`src/rtl/uart_gpio_pkg.sv`:
```
// Shared encodings for the UART-to-GPIO bridge: decoder and receiver states plus ASCII command bytes.
// Optional toggle command is enabled by defining UART_GPIO_TOGGLE_EN.
package uart_gpio_pkg;

  typedef enum logic {IDLE, GOT_CH} state_t;

  typedef enum logic [1:0] {RX_IDLE, RX_START, RX_DATA, RX_STOP} rx_state_t;

  localparam logic [7:0] ASCII_0  = 8'h30;
  localparam logic [7:0] ASCII_1  = 8'h31;
  localparam logic [7:0] ASCII_A  = 8'h41;
  localparam logic [7:0] ASCII_Z  = 8'h5A;
  localparam logic [7:0] ASCII_T  = 8'h54;
  localparam logic [7:0] ASCII_CR = 8'h0D;
  localparam logic [7:0] ASCII_LF = 8'h0A;

endpackage

```
`src/rtl/uart_rx.sv`:
```
// 8N1 UART byte receiver: double-flopped input, falling-edge start detect, mid-bit sampling.
// rx_ready pulses for one cycle with rx_data valid when a byte with a good stop bit arrives.
module uart_rx
  import uart_gpio_pkg::*;
#(
  parameter int unsigned CLKS_PER_BIT = 217
) (
  input  logic       clk,
  input  logic       rst,
  input  logic       rx_in,
  output logic [7:0] rx_data,
  output logic       rx_ready
);

  localparam int unsigned CW   = $clog2(CLKS_PER_BIT + 1);
  localparam int unsigned HALF = (CLKS_PER_BIT > 1) ? CLKS_PER_BIT / 2 : 1;

  rx_state_t   state_q, state_d;
  logic        meta_q, meta_d, sync_q, sync_d, prev_q, prev_d;
  logic [CW-1:0] cnt_q, cnt_d;
  logic [2:0]  bit_q, bit_d;
  logic [7:0]  shift_q, shift_d;
  logic [7:0]  data_q, data_d;
  logic        ready_q, ready_d;

  always_comb begin
    state_d = state_q;
    meta_d  = rx_in;
    sync_d  = meta_q;
    prev_d  = sync_q;
    cnt_d   = cnt_q;
    bit_d   = bit_q;
    shift_d = shift_q;
    data_d  = data_q;
    ready_d = 1'b0;
    case (state_q)
      // Synchronisers reset low, so a start needs a real high-to-low edge after reset.
      RX_IDLE: begin
        if (prev_q && !sync_q) begin
          state_d = RX_START;
          cnt_d   = '0;
        end
      end
      RX_START: begin
        if (cnt_q == CW'(HALF - 1)) begin
          cnt_d   = '0;
          bit_d   = '0;
          state_d = sync_q ? RX_IDLE : RX_DATA;
        end else begin
          cnt_d = cnt_q + CW'(1);
        end
      end
      RX_DATA: begin
        if (cnt_q == CW'(CLKS_PER_BIT - 1)) begin
          cnt_d   = '0;
          shift_d = {sync_q, shift_q[7:1]};
          if (bit_q == 3'd7) state_d = RX_STOP;
          else               bit_d   = bit_q + 3'd1;
        end else begin
          cnt_d = cnt_q + CW'(1);
        end
      end
      RX_STOP: begin
        if (cnt_q == CW'(CLKS_PER_BIT - 1)) begin
          state_d = RX_IDLE;
          cnt_d   = '0;
          if (sync_q) begin
            data_d  = shift_q;
            ready_d = 1'b1;
          end
        end else begin
          cnt_d = cnt_q + CW'(1);
        end
      end
      default: state_d = RX_IDLE;
    endcase
  end

  always_ff @(posedge clk) begin
    if (rst) begin
      state_q <= RX_IDLE;
      meta_q  <= 1'b0;
      sync_q  <= 1'b0;
      prev_q  <= 1'b0;
      cnt_q   <= '0;
      bit_q   <= '0;
      shift_q <= '0;
      data_q  <= '0;
      ready_q <= 1'b0;
    end else begin
      state_q <= state_d;
      meta_q  <= meta_d;
      sync_q  <= sync_d;
      prev_q  <= prev_d;
      cnt_q   <= cnt_d;
      bit_q   <= bit_d;
      shift_q <= shift_d;
      data_q  <= data_d;
      ready_q <= ready_d;
    end
  end

  assign rx_data  = data_q;
  assign rx_ready = ready_q;

endmodule

```
`src/rtl/uart_gpio_bridge.sv`:
```
// ASCII command decoder driving N_CH GPIO outputs from a UART byte stream.
// Define UART_GPIO_TOGGLE_EN to accept 'T' (invert selected channel) after a channel digit.
module uart_gpio_bridge
  import uart_gpio_pkg::*;
#(
  parameter int unsigned CLK_HZ      = 25000000,
  parameter int unsigned BAUD        = 115200,
  parameter int unsigned N_CH        = 8,
  parameter int unsigned TIMEOUT_CYC = 2500000
) (
  input  logic            clk,
  input  logic            rst,
  input  logic            uart_rx,
  output logic [N_CH-1:0] gpio_out,
  output logic            cmd_done,
  output logic            cmd_err
);

  localparam int unsigned CLKS_PER_BIT = CLK_HZ / BAUD;
  localparam int unsigned TW           = $clog2(TIMEOUT_CYC);
  localparam int unsigned CHW          = 4;

  logic [7:0]      rx_data;
  logic            rx_ready;
  logic [7:0]      digit;
  logic            is_ch;
  logic [N_CH-1:0] ch_mask;

  state_t          state_q, state_d;
  logic [N_CH-1:0] gpio_q, gpio_d;
  logic            done_q, done_d, err_q, err_d;
  logic [TW-1:0]   tcnt_q, tcnt_d;
  logic [CHW-1:0]  ch_q, ch_d;

  uart_rx #(.CLKS_PER_BIT(CLKS_PER_BIT)) u_rx (
    .clk     (clk),
    .rst     (rst),
    .rx_in   (uart_rx),
    .rx_data (rx_data),
    .rx_ready(rx_ready)
  );

  assign digit   = rx_data - ASCII_0;
  assign is_ch   = (rx_data >= ASCII_0) && (digit < 8'(N_CH));
  assign ch_mask = N_CH'(1) << ch_q;

  always_comb begin
    state_d = state_q;
    gpio_d  = gpio_q;
    done_d  = 1'b0;
    err_d   = 1'b0;
    tcnt_d  = tcnt_q;
    ch_d    = ch_q;
    case (state_q)
      IDLE: begin
        if (rx_ready) begin
          if (is_ch) begin
            ch_d    = CHW'(digit);
            tcnt_d  = '0;
            state_d = GOT_CH;
          end else if (rx_data == ASCII_A) begin
            gpio_d = '1;
            done_d = 1'b1;
          end else if (rx_data == ASCII_Z) begin
            gpio_d = '0;
            done_d = 1'b1;
          end else if (rx_data != ASCII_CR && rx_data != ASCII_LF) begin
            err_d = 1'b1;
          end
        end
      end
      GOT_CH: begin
        // A byte arriving on the expiry cycle wins over the timeout.
        if (rx_ready) begin
          state_d = IDLE;
          tcnt_d  = '0;
          case (rx_data)
            ASCII_1: begin gpio_d = gpio_q | ch_mask;  done_d = 1'b1; end
            ASCII_0: begin gpio_d = gpio_q & ~ch_mask; done_d = 1'b1; end
`ifdef UART_GPIO_TOGGLE_EN
            ASCII_T: begin gpio_d = gpio_q ^ ch_mask;  done_d = 1'b1; end
`endif
            default: err_d = 1'b1;
          endcase
        end else if (tcnt_q == TW'(TIMEOUT_CYC - 2)) begin
          state_d = IDLE;
          tcnt_d  = '0;
          err_d   = 1'b1;
        end else begin
          tcnt_d = tcnt_q + TW'(1);
        end
      end
      default: state_d = IDLE;
    endcase
  end

  always_ff @(posedge clk) begin
    if (rst) begin
      state_q <= IDLE;
      gpio_q  <= '0;
      done_q  <= 1'b0;
      err_q   <= 1'b0;
      tcnt_q  <= '0;
      ch_q    <= '0;
    end else begin
      state_q <= state_d;
      gpio_q  <= gpio_d;
      done_q  <= done_d;
      err_q   <= err_d;
      tcnt_q  <= tcnt_d;
      ch_q    <= ch_d;
    end
  end

  assign gpio_out = gpio_q;
  assign cmd_done = done_q;
  assign cmd_err  = err_q;

endmodule

```
`config.mk`:
```
export PLATFORM = sky130hd
export DESIGN_NAME = uart_gpio_bridge
export DESIGN_NICKNAME = d
export VERILOG_FILES = /design/src/rtl/uart_gpio_pkg.sv /design/src/rtl/uart_rx.sv /design/src/rtl/uart_gpio_bridge.sv
export SDC_FILE = /design/constraint.sdc
export NUM_CORES = 1
export LEC_CHECK = 0
export BUFFER_PORTS_ARGS = -buffer_cell sky130_fd_sc_hd__buf_4
export CORE_MARGIN = 2
export CORE_UTILIZATION = 30
export DETAILED_ROUTE_END_ITERATION = 10
export PLACE_DENSITY_LB_ADDON = 0.25
export SYNTH_ARGS = -nofsm -noshare
export SYNTH_HDL_FRONTEND = slang
export SYNTH_SLANG_ARGS = --single-unit
```
`constraint.sdc`:
```
create_clock -name clk -period 1.6 [get_ports clk]
set_input_delay 0.16 -clock clk [delete_from_list [all_inputs] [get_ports clk]]
set_output_delay 0.16 -clock clk [all_outputs]
set_load 0.01 [all_outputs]
```
==> flow_metrics.tcl <==
set metrics [dict create \
    final_area_sq_um 4760 \
    ys_seq_area_share_pct 42.3 \
    post-route-util_pct 44.1 \
    cts_hold_buf 0 \
    reg2reg_from "tcnt_q[6]" \
    slew_headroom_pct 59.7 \
    max_cap_violations 0 \
    wl_per_cell_um 14.2 \
    reg2reg_slack_ns -0.13 \
    route.detailed.drc 0 \
    ys_seq_elements 70 \
    pwr-share-comb_pct 13.1 \
    intPower_mw 2.83 \
    start_kind "flip-flop" \
    cts_tree "built" \
    cts_sinks 70 \
    cp-end-kind "flip-flop" \
    ys_async_sr_fraction_pct 0 \
    grt_pass1_wl_um 13500 \
    clockBufferDepth 2 \
    fp-row-count 38 \
    finalMaxSlewViolations 0 \
    path_clk_slew_ns 0.07 \
    antenna_found_initial 0 \
    ir_drop_uv 607 \
    slowest_delay_ns 0.37 \
    totalNegativeSetupSlack_ns -2.24 \
    synth_cell_types 52 \
    required_ns 1.82 \
    synth_edf_count 0 \
    die_h_um 109 \
    total_power_mw 3.86 \
    htree_levels 3 \
    core_area_sq_um 10800 \
    placed_area_sq_um 4080 \
    clock_latency_ns 0.35 \
    synth_cells 371 \
    r2r_end "tcnt_q[13]" \
    synth_area_per_cell_sq_um 8.93 \
    wirelength_um 8660 \
    syn_to_final_growth_pct 43.7 \
    power.net_switching_mw 1.03 \
    worstMarginPinSlew_ns 0.600 \
    place_inst 579 \
    synth_area_sq_um 3310 \
    fin_cells 611 \
    setup_viol 31 \
    endpoint "tcnt_q[13]" \
    violations "negative setup slack" \
    routed_via_density 5.15 \
    gp_congestion 0.834 \
    fmax_mhz 577 \
    final-hold-violation-count 0 \
    cellPowerDensity_nw_per_um2 811 \
    synth_ff_type "dfxtp_1" \
    numCtsBuffers 9 \
    grt_max_degree 36 \
    crit_cells 6 \
    rsz0062_at_grt "true" \
    period_minus_slack_ns 1.73 \
    crit_buf_inv 1 \
    swShare_pct 26.7 \
    first_pass_iters 4 \
    critical_path_class "flip-flop to flip-flop" \
    ant_nets 0 \
    drtIter0Drc 133 \
    r2r_cells 6 \
    vias 3146 \
    cp_max_fo 5 \
    worstPathCellList "nor4bb_2, nand4b_1, buf_6, o21a_4, a31oi_1, a211oi_1" \
    hold_path_class "input pin to flip-flop" \
    nNetsFinal 476 \
    power.share.sequential_pct 47.9 \
    io_pins 13 \
    finalClockSkew_ns 0.00716 \
    clockPowerShare_pct 39.1 \
    yosys_warnings 0 \
    syn_nets 380 \
    cp_slowest_cell "dfxtp_4" \
    first_global_vias 2904 \
    die_x_um 109 \
    initial_utilization_pct 30.7 \
    portBuffers 12 \
    root_buffer "clkbuf_8" \
    status "complete, but fails checks" \
    arrival_ns 1.96 \
    fin_ws_ns -0.133 \
    drive_gt1_share_pct 40.6 \
    gr-total-overflow 0 \
    diodes 0 \
    die_area_sq_um 11900 \
    path_delay_family "simple AND/OR/NAND/NOR gates" \
    crit_path_start "tcnt_q[6]" \
    final.period_utilization_pct 108 \
    grt_use_total_pct 14.5 \
    hpwl_um 5570 \
    p_leak_nw 1.72 \
]
==> repair_timing <==
action | in CTS | in global routing
setup endpoints to repair | 44 | 61
pin swaps | 22 | 40
setup buffers | 6 | 10
cloned | 1 | 1
resized for setup | 26 | 62
==> per-layer routing <==
layer | share of wire [%] | global-route usage (%) | wire length (um)
met2 | 47 | 23.0 | 4090
met5 | 0 | 0 | 0
met3 | 2.9 | 4.06 | 247
met1 | 49 | 18.9 | 4210
met4 | 1.3 | 5.04 | 116
==> worst min path at each step <==
stage / depth (start not counted) / start / to / slack [ns]
final: 2 / uart_rx / u_rx.meta_q / 0.02
after global routing: 2 / uart_rx / u_rx.meta_q / 0.01
after CTS: 2 / uart_rx / u_rx.meta_q / 0.007
after detailed placement: 2 / uart_rx / u_rx.meta_q / 0.38
after global placement: 2 / uart_rx / u_rx.meta_q / 0.37
after floorplan: 1 / uart_rx / u_rx.meta_q / 0.29
==> power groups by stage <==
stage          combinational [mW]  sequential, mW  clock, mW
5_1_grt                     0.566            1.86       1.62
6_report                    0.504            1.85       1.51
3_5_place_dp                0.418            1.88          0
2_1_floorplan               0.325            1.84          0
3_3_place_gp                0.415            1.88          0
4_1_cts                     0.446            1.84       1.56
==> cell type report <==
cell class | instances | area, sq um
fillers | 1060 | 6030
repair buffers | 97 | 768
clock inverters | 3 | 42.5
clock buffers | 12 | 165
inverters | 10 | 37.5
flip-flops and latches | 70 | 1430
well taps | 140 | 175
multi-input cells | 279 | 2140
==> stage by stage <==
stage                     hold WS (ns)  setup slack [ns]
after detailed placement         0.378            -0.258
after floorplan                  0.288           0.00214
after CTS                      0.00733           -0.0853
after global routing            0.0127            -0.244
after global placement           0.374            -0.224
final                           0.0208            -0.133
==> logic make-up after synthesis <==
kind of cell	share of synthesized area (%)
flip-flops	42.3
AO/OA/AOI/OAI	14.0
adder cells (fa/ha/maj)	2.27
multiplexers	6.65
AND/OR/NAND/NOR	29.5
XOR/XNOR	2.38
buffers and inverters	2.87
==> cells in the final DEF (no fill, tap or decap), types with 4 or more instances in the layout <==
cell	count
buf_4	91
dfxtp_1	58
nor2_1	47
nand2_1	22
mux2i_1	21
nand3_1	18
a211oi_1	13
a21oi_1	13
clkbuf_8	12
a31oi_1	9
a211oi_2	9
nand3_2	8
or3_1	8
dfxtp_2	8
inv_1	7
nand4_1	7
o21ai_2	5
nand4b_1	5
xor2_1	5
nand3b_1	4
nor3_2	4
nor3_1	4
xnor2_1	4
buf_6	4
dfxtp_4	4
==> synth_stat cells, types with 2 or more instances <==
library cell / number / area [sq um]
nand2b_1: 2 / 12.5
clkbuf_1: 10 / 37.5
o21a_1: 2 / 15.0
and4_1: 2 / 17.5
and2_1: 2 / 12.5
or3_1: 9 / 56.3
o211ai_1: 2 / 15.0
nand4b_1: 5 / 43.8
nor4bb_1: 2 / 20.0
nand4_1: 7 / 43.8
buf_2: 4 / 20.0
dfxtp_1: 70 / 1400
o21ai_0: 9 / 45.0
a21oi_1: 15 / 75.1
nor4_1: 2 / 12.5
xnor2_1: 4 / 35.0
nor2b_1: 5 / 31.3
nor3_1: 7 / 35.0
a211oi_1: 22 / 165
ha_1: 6 / 75.1
nor3b_1: 3 / 22.5
nand3b_1: 4 / 30.0
nor4b_1: 3 / 26.3
xor2_1: 5 / 43.8
nand3_1: 26 / 130
nand2_1: 24 / 90.1
o21ai_1: 2 / 10.0
inv_1: 10 / 37.5
nor3_4: 2 / 32.5
a31oi_1: 10 / 62.6
and3b_1: 2 / 17.5
a31o_2: 2 / 17.5
nor2_1: 51 / 191
mux2i_1: 22 / 220
No activity file was read; power rests on OpenSTA's default activity.
